**src/rtl/sum_acc_pkg.sv**
```systemverilog
// sum_acc_pkg: definitions shared by the sum accumulator, its interface and
// the adder stage's bench.
//   state_t   : block FSM states (ACCUM collects samples, EMIT holds a result)
//   acc_width : accumulator width that cannot wrap for BLOCK_LEN full-scale
//               sums of two DATA_W-bit operands.
package sum_acc_pkg;

  typedef enum logic {
    ACCUM = 1'b0,
    EMIT  = 1'b1
  } state_t;

  // Each sample is at most DATA_W+1 bits; adding BLOCK_LEN of them grows
  // the value by at most ceil(log2(BLOCK_LEN)) bits.
  function automatic int acc_width(input int data_w, input int block_len);
    return data_w + 1 + $clog2(block_len);
  endfunction

endpackage

```
**src/rtl/sum_accumulator_if.sv**
```systemverilog
// sum_accumulator_if: input and output valid/ready streams of the sum
// accumulator, plus its FSM state for observation.
//   in_valid/in_ready/in_sum : adder results (DATA_W+1 bits, unsigned)
//   flush                    : close the current partial block early
//   out_valid/out_ready      : block result handshake
//   out_total/out_count      : block total (ACC_W) and sample count (CNT_W)
//   dbg_state                : current FSM state
// Handshake rule for both streams: a transfer happens on a rising clk edge
// where valid and ready are both 1; a producer holding valid=1 keeps its data
// stable until that edge, and never withdraws valid before the transfer.
// modport master: the upstream/downstream environment; modport slave: the
// accumulator itself.
interface sum_accumulator_if
  import sum_acc_pkg::*;
#(
  parameter int DATA_W    = 8,
  parameter int BLOCK_LEN = 4
);
  localparam int ACC_W = acc_width(DATA_W, BLOCK_LEN);
  localparam int CNT_W = $clog2(BLOCK_LEN + 1);

  logic              in_valid;
  logic              in_ready;
  logic [DATA_W:0]   in_sum;
  logic              flush;
  logic              out_valid;
  logic              out_ready;
  logic [ACC_W-1:0]  out_total;
  logic [CNT_W-1:0]  out_count;
  state_t            dbg_state;

  modport master (
    output in_valid, in_sum, flush, out_ready,
    input  in_ready, out_valid, out_total, out_count, dbg_state
  );

  modport slave (
    input  in_valid, in_sum, flush, out_ready,
    output in_ready, out_valid, out_total, out_count, dbg_state
  );

endinterface

```
**src/rtl/sum_accumulator.sv**
```systemverilog
// sum_accumulator: sums BLOCK_LEN consecutive adder results (or fewer when
// flushed) and presents each block total with its sample count.
// Ports:
//   clk  : rising-edge clock
//   rst  : asynchronous, active-high reset
//   bus  : sum_accumulator_if.slave (input stream, flush, output stream,
//          debug state)
// All outputs are registered except in_ready, which decodes from state.
module sum_accumulator
  import sum_acc_pkg::*;
#(
  parameter int DATA_W    = 8,
  parameter int BLOCK_LEN = 4
) (
  input  logic             clk,
  input  logic             rst,
  sum_accumulator_if.slave bus
);

  localparam int ACC_W = acc_width(DATA_W, BLOCK_LEN);
  localparam int CNT_W = $clog2(BLOCK_LEN + 1);

  state_t           state_q, state_d;
  logic [ACC_W-1:0] acc_q, acc_d;
  logic [CNT_W-1:0] count_q, count_d;
  logic [ACC_W-1:0] total_q, total_d;
  logic [CNT_W-1:0] out_count_q, out_count_d;
  // Held low by reset and set on the first edge after release, so in_ready
  // stays low during reset and for the cycle that reset is released in.
  logic             ready_en_q;

  logic             accept;
  logic [ACC_W-1:0] acc_sum;
  logic [CNT_W-1:0] cnt_inc;

  assign bus.in_ready  = ready_en_q && (state_q == ACCUM);
  assign bus.out_valid = (state_q == EMIT);
  assign bus.out_total = total_q;
  assign bus.out_count = out_count_q;
  assign bus.dbg_state = state_q;

  assign accept  = bus.in_valid && bus.in_ready;
  assign acc_sum = acc_q + ACC_W'(bus.in_sum);
  assign cnt_inc = count_q + CNT_W'(1);

  always_comb begin
    state_d     = state_q;
    acc_d       = acc_q;
    count_d     = count_q;
    total_d     = total_q;
    out_count_d = out_count_q;
    case (state_q)
      ACCUM: begin
        if (accept) begin
          acc_d   = acc_sum;
          count_d = cnt_inc;
        end
        // Close the block on the sample that fills it, or on a flush that
        // has at least one sample (possibly the one arriving this cycle).
        if ((accept && (cnt_inc == CNT_W'(BLOCK_LEN))) ||
            (bus.flush && ((count_q != '0) || accept))) begin
          state_d     = EMIT;
          total_d     = acc_d;
          out_count_d = count_d;
        end
      end
      EMIT: begin
        // Flush and new samples are ignored here; in_ready is low.
        if (bus.out_ready) begin
          state_d = ACCUM;
          acc_d   = '0;
          count_d = '0;
        end
      end
      default: state_d = ACCUM;
    endcase
  end

  always_ff @(posedge clk or posedge rst) begin
    if (rst) begin
      state_q     <= ACCUM;
      acc_q       <= '0;
      count_q     <= '0;
      total_q     <= '0;
      out_count_q <= '0;
      ready_en_q  <= 1'b0;
    end else begin
      state_q     <= state_d;
      acc_q       <= acc_d;
      count_q     <= count_d;
      total_q     <= total_d;
      out_count_q <= out_count_d;
      ready_en_q  <= 1'b1;
    end
  end

endmodule

```
**src/flat_wrapper.sv**
```systemverilog
// flat-port wrapper written by rule: the top's interface ports become plain ports
module sum_accumulator_flat import sum_acc_pkg::*;
#(
  parameter int DATA_W    = 8,
  parameter int BLOCK_LEN = 4
)
  (clk, rst, bus_in_valid, bus_in_sum, bus_flush, bus_out_ready, bus_in_ready, bus_out_valid, bus_out_total, bus_out_count, bus_dbg_state);
  sum_accumulator_if #(.DATA_W(DATA_W), .BLOCK_LEN(BLOCK_LEN)) bus_i ();
  input  logic clk;
  input  logic rst;
  input wire logic [$bits(bus_i.in_valid)-1:0] bus_in_valid;
  input wire logic [$bits(bus_i.in_sum)-1:0] bus_in_sum;
  input wire logic [$bits(bus_i.flush)-1:0] bus_flush;
  input wire logic [$bits(bus_i.out_ready)-1:0] bus_out_ready;
  output wire logic [$bits(bus_i.in_ready)-1:0] bus_in_ready;
  output wire logic [$bits(bus_i.out_valid)-1:0] bus_out_valid;
  output wire logic [$bits(bus_i.out_total)-1:0] bus_out_total;
  output wire logic [$bits(bus_i.out_count)-1:0] bus_out_count;
  output wire logic [$bits(bus_i.dbg_state)-1:0] bus_dbg_state;
  assign bus_i.in_valid = bus_in_valid;
  assign bus_i.in_sum = bus_in_sum;
  assign bus_i.flush = bus_flush;
  assign bus_i.out_ready = bus_out_ready;
  assign bus_in_ready = bus_i.in_ready;
  assign bus_out_valid = bus_i.out_valid;
  assign bus_out_total = bus_i.out_total;
  assign bus_out_count = bus_i.out_count;
  assign bus_dbg_state = bus_i.dbg_state;
  sum_accumulator #(.DATA_W(DATA_W), .BLOCK_LEN(BLOCK_LEN)) u_core (.clk(clk), .rst(rst), .bus(bus_i));
endmodule
```
**config.mk**
```make
export PLATFORM = sky130hd
export DESIGN_NAME = sum_accumulator_flat
export DESIGN_NICKNAME = d
export VERILOG_FILES = /design/src/rtl/sum_acc_pkg.sv /design/src/rtl/sum_accumulator_if.sv /design/src/rtl/sum_accumulator.sv /design/src/flat_wrapper.sv
export SDC_FILE = /design/constraint.sdc
export NUM_CORES = 1
export LEC_CHECK = 0
export ABC_AREA = 1
export CAP_MARGIN = 20
export CORE_MARGIN = 4
export CORE_UTILIZATION = 45
export DETAILED_ROUTE_END_ITERATION = 16
export PLACE_DENSITY = 0.76
export REMOVE_ABC_BUFFERS = 1
export SLEW_MARGIN = 20
export SYNTH_ARGS = -nofsm -noshare
export SYNTH_HDL_FRONTEND = slang
export SYNTH_SLANG_ARGS = --single-unit
```
**constraint.sdc**
```tcl
create_clock -name clk -period 1.9 [get_ports clk]
set_clock_uncertainty 0.05 [all_clocks]
set_input_delay 0.285 -clock clk [delete_from_list [all_inputs] [get_ports clk]]
set_output_delay 0.285 -clock clk [all_outputs]
set_load 0.02 [all_outputs]
```
Word-level counts from Yosys, hierarchy flattened:

Index checks and enable logic that the tools add are counted.
Widths: inputs -> output; s select.

* logic and storage cells: 28
* register bits after elaboration: 30
* bits of input ports: 14

* bitwise gates (word level): 1
* muxes and demuxes: 9
* reduce and logical (&&, ||, !) cells: 8
* add/subtract/negate cells: 2
* equal/unequal tests: 2

Operator list (count)
* $mux 11: 2
* $pmux 11 s2: 1
* $add 11x9->11: 1
* $mux 3: 2
* $pmux 3 s2: 1
* $logic_and 1x1->1: 4
* $add 3x1->3 const B: 1
* $eq 3x3->1 const B: 1
* $reduce_bool 3->1: 1
* $logic_or 1x1->1: 2
* $mux 1: 2
* $ne 2x2->1 const B: 1
* $pmux 1 s2: 1
* $reduce_and 2->1: 1
* $not 1->1: 1

Longest topological paths before layout:

Gate-level depths: netlist (run 1).

* depth after elaboration: 8
* mapped depth: 12
* depth with buffers taken out: 12

Worst setup path after synthesis (run 1):

No wires, ideal clock.

* path kind: reg-to-reg
* start point: register u_core.state_q (netlist: u_core.bus.dbg_state)
* end point: register u_core.total_q[2] (netlist: u_core.bus.out_total[2])
* arrival: 1.573 ns
* slack: 0.151 ns
* period minus slack after synthesis: 1.749 ns
* path buffers: 2
* stages on the path, launching flop included: 11
* cell sequence: dfrtp_1 -> buf_6 -> nor2_8 -> nand2_4 -> clkinv_4 -> nand3_2 -> a21oi_4 -> inv_2 -> buf_6 -> nand2_1 -> o21ai_2

* cells in the longest elaborated chain, start to end: 7

Ends and longest elaborated chain
* start, declared: RTL line sum_accumulator.sv:23 `state_t state_q, state_d;`
* start signal, assigned: RTL line sum_accumulator.sv:88 `state_q <= state_d;`
* $not 1->1 (no source line) (*)
* $logic_and 1x1->1 (*): RTL line sum_accumulator.sv:36 `assign bus.in_ready = ready_en_q && (state_q == ACCUM);`
* net bus_in_ready: RTL line flat_wrapper.sv:15 `output wire logic [$bits(bus_i.in_ready)-1:0] bus_in_ready;`
* $logic_and 1x1->1 (*): RTL line sum_accumulator.sv:42 `assign accept = bus.in_valid && bus.in_ready;`
* $logic_or 1x1->1: RTL line sum_accumulator.sv:61 `(bus.flush && ((count_q != '0) || accept))) begin`
* $logic_and 1x1->1: RTL line sum_accumulator.sv:61
* $logic_or 1x1->1: RTL line sum_accumulator.sv:60 `if ((accept && (cnt_inc == CNT_W'(BLOCK_LEN))) ||`
* $reduce_and 2->1 (no source line)
* end signal, assigned: RTL line sum_accumulator.sv:91 `total_q <= total_d;`
* end, declared: RTL line sum_accumulator.sv:26 `logic [ACC_W-1:0] total_q, total_d;`

Mark *: on every way through the listed nets, which the timed path passes. The rest lies on a longest branch.
A chain may end at the register's enable or synchronous reset.

Worst setup path after layout (run 1):

* start point: input bus_in_sum[0]
* end point: register u_core.total_q[8] (netlist: u_core.bus.out_total[8])

* cells in the longest elaborated chain, start to end: 2

Ends and longest elaborated chain
* start, declared: RTL line flat_wrapper.sv:12 `input wire logic [$bits(bus_i.in_sum)-1:0] bus_in_sum;`
* $add 11x9->11: RTL line sum_accumulator.sv:43 `assign acc_sum = acc_q + ACC_W'(bus.in_sum);`
* $mux 11: RTL line sum_accumulator.sv:54 `if (accept) begin`

No other way between the ends.

==> results of run 1 <==
==> what timing repair did <==
action | CTS | global route
endpoints found under the setup margin | 4 | 12
hold buffers | 0 | 0
resized for setup | 2 | 6
cloned | 0 | 0
==> final timing paths <==
check | start | end | slack, ps | depth (start not counted)
max in group asynchronous | rst | u_core.bus.dbg_state$_DFF_PP0_ | 1120 | 3
setup reg to reg | u_core.acc_q[0]$_DFFE_PP0P_ | u_core.bus.out_total[8]$_DFFE_PP0P_ | 160 | 10
min in group clk | u_core.bus.out_total[7]$_DFFE_PP0P_ | u_core.bus.out_total[7]$_DFFE_PP0P_ | 430 | 2
hold reg to reg | u_core.bus.out_total[7]$_DFFE_PP0P_ | u_core.bus.out_total[7]$_DFFE_PP0P_ | 430 | 2
setup / recovery | bus_in_sum[0] | u_core.bus.out_total[8]$_DFFE_PP0P_ | 120 | 11
hold / removal | rst | u_core.bus.out_total[6]$_DFFE_PP0P_ | 360 | 3
==> through the flow <==
step	power (mW)	util
CTS	3.82	0.610
global route	4.18	0.615
detailed placement	3.30	0.588
finish	3.83	0.615
floorplan	2.44	-
global placement	3.25	0.588
==> state kept, by name, indices dropped and copies added (netlist names) <==
signal                cells
u_core.ready_en_q         1
u_core.bus.out_total     11
u_core.acc_q             11
u_core.bus.out_count      3
u_core.count_q            3
u_core.bus.dbg_state      1
==> cells in the mapped netlist (all sizes together) <==
cell type,count,area (µm²)
xor2,2,17.5
a21o,1,7.51
a21boi,1,7.51
nand4,2,12.5
conb,1,3.75
clkbuf,1,3.75
nand2,106,405
ha,12,150
buf,6,51.3
or2,5,31.3
nand3,27,140
a21oi,5,36.3
and2,1,6.26
o21ai,16,98.8
clkinv,2,12.5
dfrtp,30,751
inv,33,124
nor2,9,50.1
o22ai,4,25.0
fa,1,20.0
==> power groups by stage <==
stage | Sequential [mW] | Clock, mW | Combinational, mW
after floorplan | 1.28 | 0 | 1.16
after global placement | 1.11 | 0 | 2.13
after detailed placement | 1.12 | 0 | 2.18
after CTS | 1.11 | 0.514 | 2.20
after global routing | 1.15 | 0.546 | 2.49
final | 1.11 | 0.502 | 2.21
==> per-layer routing <==
metal,share of wire,vias up,GRT usage
li1,-,924,-
met1,0.47,856,0.233
met2,0.47,39,0.284
met3,0.040,10,0.0451
met4,0.019,0,0.0704
met5,0,-,0
==> cells by family after synthesis <==
| kind of cell | count (synthesis) | share of synthesized area |
|---|---|---|
| AND/OR/NAND/NOR | 150 | 0.330 |
| buffers and inverters | 42 | 0.0979 |
| flip-flops | 30 | 0.384 |
| AO/OA/AOI/OAI | 27 | 0.0896 |
| adder cells (fa/ha/maj) | 13 | 0.0871 |
| XOR/XNOR | 2 | 0.00896 |
| other | 1 | 0.00192 |
==> layout make-up <==
cell class | instances | area, µm² | share of cell area
clock buffer | 6 | 82.6 | 0.0329
inverter | 35 | 136 | 0.0543
multi-input combinational | 193 | 1030 | 0.412
sequential | 30 | 752 | 0.299
tap | 50 | 62.6 | 0.0249
timing repair buffer | 49 | 445 | 0.177
==> worst reg2reg max path: stages, from the launching register on <==
cell     delay [ps]
dfrtp_1         400
ha_2            190
fa_2            350
nand2_2         100
nand3_4          90
nand4_1         110
nand2_1          70
nand2_1          60
nand3_1          90
nand3_1          80
nand2_1          50
==> reports/summary.txt, run 1 <==
Status: complete, no violations
H-tree depth: 2
Diodes inserted: 0
MaxCap Viol Count: 0
Ys Warns: 0
Fmax: 562 MHz
HPWL after detailed placement: 3.33 mm
Later-pin clock latency in the skew report: 280 ps
Non-Filler Instances: 363
Final instance area: 2510 µm²
Vias in the first global route: 1783
Final worst slack: 122 ps
Port bufs: 30
Cell Int Power: 2.17 mW
Placed insts: 357
Critical Path AT: 1900 ps
Worst EP required: 2020 ps
CP max FO: 4
Sw Pwr: 1.66 mW
Critical path launch point type: primary input
CTS sink cnt: 30
Crit. End Element: register
GRT Util Overall: 0.179
Initial antenna violation count: 0
Critical path's largest stage delay: 420 ps
WHS: 358 ps
Largest net degree at the start of global routing: 31
Logic pwr share: 0.577
Chip height: 73.9 µm
CP bufs+invs: 1
First-pass GRT wire length: 7.51 mm
Drt wl/cell: 11.9 µm
DR pass1 iterations: 5
Most frequent cells in the layout: 104 x nand2_1, 32 x inv_1, 29 x clkdlybuf4s50_1, 29 x dfrtp_1, 25 x nand3_1
Drc violations: 0
Critical path class: in -> reg
Die ar.: 5460 µm²
FP Rows: 23
Setup bufs post-CTS: 0
Worst vdd ir: 866 µV
Vias: 1829
TNS Setup: 0 ps
Synth cell types: 30
Total CTS buffers: 5
Clock Power Share: 0.131
Deepest clock path buffer count: 2
Max Slew Vio Count: 0
Initial Util: 0.478
Number of synthesized register bits: 30
Sequential element share of the synthesized area: 0.384
RSZ-0062 raised after global routing: false
Switching share of total power: 0.434
Final period utilization: 0.936
CTS Root Cell: clkbuf_8
DRT iter0 DRCs: 165
GRT overflow: 0
Share of post-route cells with drive strength above 1: 0.150
Final ANT Viol Nets: 0
Synthesized instance count: 265
Placed instance area: 2400 µm²
Core area: 4090 µm²
Fill cells: 376
Min Tclk post-route: 1780 ps
CTS tree: built
Sequential power share: 0.291
CP max stage cell: clkdlybuf4s50_1
PwrDens: 1520 nW/µm²
Mapped Area: 1950 µm²
P&R area growth vs syn: 28.6%
Syn Area/Cell: 7.37 µm²
Final hold vios: 0
# nets final: 341
RePlAce Congestion: 0.896
Setup violators final: 0
Leakage: 1.35 nW
Via-to-Cell Ratio: 5.04
Place WS: -312 ps
Most common cell after layout, fill and taps aside: nand2_1
Min-Delay Path Class: in -> async
Critical path cell sequence: clkdlybuf4s50_1 -> ha_2 -> fa_2 -> nand2_2 -> nand3_4 -> nand4_1 -> nand2_1 -> nand2_1 -> nand3_1 -> nand3_1 -> nand2_1
Cell family with most CP delay: simple AND/OR/NAND/NOR gates
Routed wire length: 4.32 mm
Die X: 73.9 µm
Clk slew on worst S/H paths: 70 ps
Most common cell on crit path: nand2_1
# IOs: 31
Power figures use the tool's default switching activity.
==> run 2: changes to the inputs <==
--- a/config.mk
+++ b/config.mk
@@ -5,12 +5,12 @@
 export SDC_FILE = /design/constraint.sdc
 export NUM_CORES = 1
 export LEC_CHECK = 0
-export ABC_AREA = 1
+export ABC_AREA = 0
 export CAP_MARGIN = 20
 export CORE_MARGIN = 4
 export CORE_UTILIZATION = 45
 export DETAILED_ROUTE_END_ITERATION = 16
-export PLACE_DENSITY = 0.76
+export PLACE_DENSITY = 0.77
 export REMOVE_ABC_BUFFERS = 1
 export SLEW_MARGIN = 20
 export SYNTH_ARGS = -nofsm -noshare
==> reports/summary.txt, run 2 <==
Status: complete, but fails checks (was complete, no violations)
Violations in the final reports: setup timing
Final period utilization: 1.07 (was 0.936)
Vias in the first global route: 1503 (was 1783)
Die X: 70.9 µm (was 73.9 µm)
Diodes inserted: 0 (unchanged)
Hold_buf cts: 0 (unchanged)
Setup violators final: 6 (was 0)
Routed wire length: 4.23 mm (was 4.32 mm)
Most common cell after layout, fill and taps aside: nand2_1 (unchanged)
GRT overflow: 0 (unchanged)
Min-Delay Path Class: in -> async (unchanged)
Place WS: -542 ps (was -312 ps)
P&R area growth vs syn: 39.7% (was 28.6%)
CTS Root Cell: clkbuf_8 (unchanged)
Most frequent cells after synthesis: 45 x nand2_1, 30 x dfrtp_1, 17 x a21oi_1, 12 x ha_1, 11 x nor2_1 (was 105 x nand2_1, 32 x inv_1, 30 x dfrtp_1, 26 x nand3_1, 12 x ha_1)
Critical path class: reg -> reg (was in -> reg)
Syn Area/Cell: 9.17 µm² (was 7.37 µm²)
RSZ-0062 raised after global routing: true (was false)
Crit. End Element: register (unchanged)
Chip height: 70.9 µm (was 73.9 µm)
Async set-reset flop share out of synthesis: 1.00 (unchanged)
Ys Warns: 0 (unchanged)
Final ANT Viol Nets: 0 (unchanged)
Deepest clock path buffer count: 2 (unchanged)
Synth cell types: 44 (was 30)
Sequential element share of the synthesized area: 0.422 (was 0.384)
CTS sink cnt: 30 (unchanged)
Leakage: 1.20 nW (was 1.35 nW)
DRT iter0 DRCs: 88 (was 165)
Non-Filler Instances: 305 (was 363)
DR pass1 iterations: 4 (was 5)
Min Tclk post-route: 2040 ps (was 1780 ps)
FP Rows: 22 (was 23)
WHS: 324 ps (was 358 ps)
Top cells by area, synth: dfrtp_1 42%, nand2_1 9.5%, ha_1 8.4% (was dfrtp_1 38%, nand2_1 20%, ha_1 7.7%)
Worst vdd ir: 874 µV (was 866 µV)
Worst EP required: 2010 ps (was 2020 ps)
Final hold vios: 0 (unchanged)
H-tree depth: 2 (unchanged)
Total power: 4.04 mW (was 3.83 mW)
Total CTS buffers: 5 (unchanged)
Largest net degree at the start of global routing: 31 (unchanged)
GRT Util Overall: 0.177 (was 0.179)
HPWL after detailed placement: 3.11 mm (was 3.33 mm)
Critical path launch point type: register (was primary input)
Drc violations: 0 (unchanged)
Mapped Area: 1780 µm² (was 1950 µm²)
Port bufs: 30 (unchanged)
Placed insts: 291 (was 357)
Die ar.: 5020 µm² (was 5460 µm²)
Clk slew on worst S/H paths: 60 ps (was 70 ps)
Final worst slack: -140 ps (was 122 ps)
# nets final: 283 (was 341)
RePlAce Congestion: 0.870 (was 0.896)
Post-synth EDFFs: 0 (unchanged)
Fmax: 490 MHz (was 562 MHz)
Initial Util: 0.475 (was 0.478)
Synthesized instance count: 194 (was 265)
Dominant synthesized flop cell: dfrtp_1 (unchanged)
Initial antenna violation count: 0 (unchanged)
Most frequent cells in the layout: 45 x nand2_1, 33 x buf_4, 30 x dfrtp_1 (was 104 x nand2_1, 32 x inv_1, 29 x clkdlybuf4s50_1, 29 x dfrtp_1, 25 x nand3_1)
Final instance area: 2490 µm² (was 2510 µm²)
Later-pin clock latency in the skew report: 280 ps (about the same)
Drt wl/cell: 13.9 µm (was 11.9 µm)
Vias: 1577 (was 1829)
MaxCap Viol Count: 0 (unchanged)
CP max FO: 3 (was 4)
Synth top area share: 0.422 (was 0.384)
# IOs: 31 (unchanged)
Core area: 3740 µm² (was 4090 µm²)
Top-count cell post-synth: nand2_1 (unchanged)
Critical Path AT: 2150 ps (was 1900 ps)
Number of synthesized register bits: 30 (unchanged)
PwrDens: 1630 nW/µm² (was 1520 nW/µm²)
Max Slew Vio Count: 0 (unchanged)
CTS tree: built (unchanged)
Via-to-Cell Ratio: 5.17 (was 5.04)
First-pass GRT wire length: 6.94 mm (was 7.51 mm)
Placed instance area: 2300 µm² (was 2400 µm²)
Post-synth top area cell: dfrtp_1 (unchanged)
Share of post-route cells with drive strength above 1: 0.230 (was 0.150)
[run 2: cell count changes in the layout (fill, tap and decap cells not counted), moves of 4 or more]
| cell | previous run | this run |
|---|---|---|
| nand2_1 | 104 | 45 |
| o21ai_2 | 5 | 1 |
| a21oi_1 | 4 | 15 |
| buf_4 | 19 | 33 |
| or2_2 | 5 | 0 |
| xnor2_1 | 0 | 7 |
| inv_1 | 32 | 4 |
| nand3_1 | 25 | 4 |
| a21o_1 | 1 | 6 |
| a31oi_1 | 0 | 4 |
| o22ai_1 | 4 | 0 |
[run 2: critical path, cell delays in order, from the launching register on]
cell and delay [ps]:
dfrtp_1 400, ha_2 200, fa_2 330, a21o_1 190
a221oi_2 210, buf_4 170, o21bai_1 90, xnor2_1 180
o21ai_1 100
[run 2: metrics by stage]
stage / setup TNS (ps) / util
global placement: -5440 / 0.615
detailed placement: -5660 / 0.615
global route: -1100 / 0.664
finish: -499 / 0.664
CTS: -407 / 0.648
floorplan: -625 / -
[run 2: power by group]
part / switching [mW] / internal (mW)
combinational: 1.14 / 1.21
clock: 0.235 / 0.292
sequential: 0.237 / 0.926
[run 2: logic make-up (layout without fill, tap and decap cells)]
group           after synthesis  count (layout)  synth area share
xor+xnor                      9               9            0.0443
mux                           1               1           0.00563
simple gates                 76              76             0.191
other cells                   1               1           0.00211
flops                        30              30             0.422
buf+inv                      13              76            0.0422
compound gates               51              51             0.198
fa+ha+maj                    13              13            0.0956
[run 2: final timing paths]
path                                                     start                                  end  slack [ps]  depth (start not counted)
min                                                        rst  u_core.bus.out_total[3]$_DFFE_PP0P_         320                          3
max                                u_core.acc_q[0]$_DFFE_PP0P_          u_core.acc_q[8]$_DFFE_PP0P_        -140                          8
max in group asynchronous                                  rst          u_core.acc_q[9]$_DFFE_PP0P_        1190                          3
max reg2reg                        u_core.acc_q[0]$_DFFE_PP0P_          u_core.acc_q[8]$_DFFE_PP0P_        -140                          8
min in group clk                                 bus_in_sum[0]          u_core.acc_q[0]$_DFFE_PP0P_         430                          4
min reg2reg                u_core.bus.out_count[0]$_DFFE_PP0P_  u_core.bus.out_count[0]$_DFFE_PP0P_         440                          2
[run 2: layout make-up]
class                           count  area, µm²
Tap cell                           48       60.1
Fill cell                         323       1260
Timing Repair Buffer               64        567
Clock inverter                      1       5.00
Inverter                            4       15.0
Multi-Input combinational cell    151       1000
Sequential cell                    30        751
Clock buffer                        7       86.3
[run 2: repair_timing]
item                       CTS  global route
setup endpoints to repair   12            15
pin swaps                   13            10
gates resized for setup      9             8
setup buffers                2             4
[run 2: routing by layer]
metal / routed length, µm / GRT usage / part of all wire
met4: 76 / 0.0752 / 0.018
met1: 1900 / 0.228 / 0.45
met5: 0 / 0 / 0
met3: 214 / 0.0540 / 0.051
met2: 2030 / 0.275 / 0.48
==> run 3: changes to the inputs <==
--- a/config.mk
+++ b/config.mk
@@ -8,9 +8,9 @@
 export ABC_AREA = 0
 export CAP_MARGIN = 20
 export CORE_MARGIN = 4
-export CORE_UTILIZATION = 45
+export CORE_UTILIZATION = 52
 export DETAILED_ROUTE_END_ITERATION = 16
-export PLACE_DENSITY = 0.77
+export PLACE_DENSITY = 0.86
 export REMOVE_ABC_BUFFERS = 1
 export SLEW_MARGIN = 20
 export SYNTH_ARGS = -nofsm -noshare
==> reports/summary.txt, run 3 (same netlist as run 2, synthesis figures left out) <==
Placed instance area: 2300 µm² (about the same)
Hold_buf cts: 0 (unchanged)
Total power: 4.06 mW (was 4.04 mW)
Final hold vios: 0 (unchanged)
Chip height: 66.5 µm (was 70.9 µm)
Initial Util: 0.564 (was 0.475)
Most frequent cells in the layout: 45 x nand2_1, 36 x buf_4, 28 x clkdlybuf4s50_1, 28 x dfrtp_1, 16 x a21oi_1 (was 45 x nand2_1, 33 x buf_4, 30 x dfrtp_1)
H-tree depth: 2 (unchanged)
First-pass GRT wire length: 7.11 mm (was 6.94 mm)
CTS sink cnt: 30 (unchanged)
# nets final: 287 (was 283)
Critical Path AT: 2310 ps (was 2150 ps)
Critical path launch point type: register (unchanged)
Final ANT Viol Nets: 0 (unchanged)
Min Tclk post-route: 2090 ps (was 2040 ps)
DRT iter0 DRCs: 138 (was 88)
Critical path's largest stage delay: 390 ps (was 400 ps)
FP Rows: 20 (was 22)
Max Slew Vio Count: 0 (unchanged)
CP max stage cell: dfrtp_1 (unchanged)
CTS Root Cell: clkbuf_4 (was clkbuf_8)
Final instance area: 2490 µm² (about the same)
Cell Int Power: 2.33 mW (was 2.43 mW)
Drc violations: 0 (unchanged)
HPWL after detailed placement: 3.28 mm (was 3.11 mm)
CP max FO: 3 (unchanged)
Logic pwr share: 0.626 (was 0.582)
# IOs: 31 (unchanged)
Crit. End Element: register (unchanged)
Final period utilization: 1.10 (was 1.07)
Clk slew on worst S/H paths: 90 ps (was 60 ps)
Port bufs: 30 (unchanged)
RePlAce Congestion: 0.893 (was 0.870)
Final worst slack: -189 ps (was -140 ps)
MaxCap Viol Count: 0 (unchanged)
Routed wire length: 5.05 mm (was 4.23 mm)
Min-Delay Path Class: in -> async (unchanged)
Register-to-Register Path Depth: 9 (was 8)
Post-route core utilization: 0.789 (was 0.664)
Share of post-route cells with drive strength above 1: 0.250 (was 0.230)
Vias: 1731 (was 1577)
Leakage: 1.20 nW (about the same)
P&R area growth vs syn: 39.8% (was 39.7%)
Most common cell after layout, fill and taps aside: nand2_1 (unchanged)
Sequential power share: 0.288 (about the same)
Vias in the first global route: 1660 (was 1503)
Drt wl/cell: 16.6 µm (was 13.9 µm)
Die X: 66.5 µm (was 70.9 µm)
Deepest clock path buffer count: 2 (unchanged)
Later-pin clock latency in the skew report: 330 ps (was 280 ps)
Largest net degree at the start of global routing: 31 (unchanged)
Most common cell on crit path: buf_4
PwrDens: 1630 nW/µm² (about the same)
Violations in the final reports: setup timing (unchanged)
DR pass1 iterations: 4 (unchanged)
Clock Power Share: 0.087 (was 0.130)
Via-to-Cell Ratio: 5.69 (was 5.17)
Fmax: 479 MHz (was 490 MHz)
Worst EP required: 2120 ps (was 2010 ps)
Status: complete, but fails checks (unchanged)
Switching share of total power: 0.426 (was 0.399)
Diodes inserted: 0 (unchanged)
CTS tree: built (unchanged)
TNS Setup: -1010 ps (was -499 ps)
Critical path class: reg -> reg (unchanged)
Initial antenna violation count: 0 (unchanged)
Setup violators final: 7 (was 6)
Total CTS buffers: 5 (unchanged)
RSZ-0062 raised after global routing: true (unchanged)
GRT overflow: 0 (unchanged)
Core area: 3150 µm² (was 3740 µm²)
Critical path cell sequence: ha_2 -> fa_2 -> a21o_1 -> a221oi_2 -> buf_4 -> buf_4 -> xnor2_2 -> nand2_1 -> a21oi_2 (was ha_2 -> fa_2 -> a21o_1 -> a221oi_2 -> buf_4 -> o21bai_1 -> xnor2_1 -> o21ai_1)
Worst vdd ir: 848 µV (was 874 µV)
Sw Pwr: 1.73 mW (was 1.61 mW)
GRT Util Overall: 0.215 (was 0.177)
Die ar.: 4420 µm² (was 5020 µm²)
run 3: what timing repair did:
item / 4_1_cts / 5_1_grt
pin swaps: 4 / 8
gates cloned: 0 / 1
gates resized for setup: 3 / 18
setup buffers: 2 / 5
setup endpoints to repair: 8 / 16
run 3: stage by stage:
stage | cells | setup WS [ps] | hold slack [ps]
after floorplan | 185 | -143 | 326
after global placement | 289 | -481 | 407
after detailed placement | 289 | -617 | 419
after CTS | 298 | -192 | 289
after global routing | 304 | -323 | 322
final | 304 | -189 | 295
run 3: power groups by stage:
stage	clock, mW	sequential, mW	combinational [mW]
after global routing	0.393	1.21	2.75
after floorplan	0	1.33	1.05
final	0.353	1.17	2.54
after detailed placement	0	1.16	2.22
after CTS	0.359	1.15	2.26
after global placement	0	1.14	2.14
run 3: area by class of cell:
type	count	area (µm²)
clock buffers	7	45.0
multi-input cells	152	1040
inverters	4	15.0
well taps	44	55.1
flip-flops and latches	30	753
fillers	210	666
repair buffers	67	583
run 3: final timing paths:
check	startpoint	endpoint	slack [ps]
setup / recovery	u_core.acc_q[0]$_DFFE_PP0P_	u_core.bus.out_total[6]$_DFFE_PP0P_	-190
hold / removal	rst	u_core.bus.out_count[1]$_DFFE_PP0P_	290
setup reg to reg	u_core.acc_q[0]$_DFFE_PP0P_	u_core.bus.out_total[6]$_DFFE_PP0P_	-190
hold reg to reg	u_core.bus.out_count[2]$_DFFE_PP0P_	u_core.bus.out_count[2]$_DFFE_PP0P_	440
max in group asynchronous	rst	u_core.acc_q[1]$_DFFE_PP0P_	1200
min in group clk	u_core.bus.out_count[2]$_DFFE_PP0P_	u_core.bus.out_count[2]$_DFFE_PP0P_	440
run 3: metal layers:
| metal | share of wire | track usage | routed length, µm |
|---|---|---|---|
| met2 | 0.52 | 0.369 | 2640 |
| met1 | 0.38 | 0.254 | 1940 |
| met3 | 0.069 | 0.0506 | 349 |
| met5 | 0 | 0 | 0 |
| met4 | 0.025 | 0.0914 | 125 |
run 3: critical path, delay by kind of cell, from the launching register on:
family	cells	cell delay (ps)
AND/OR/NAND/NOR	1	110
adder cells (fa/ha/maj)	2	530
buffers and inverters	2	280
XOR/XNOR	1	110
AO/OA/AOI/OAI	3	540
flip-flops	1	390
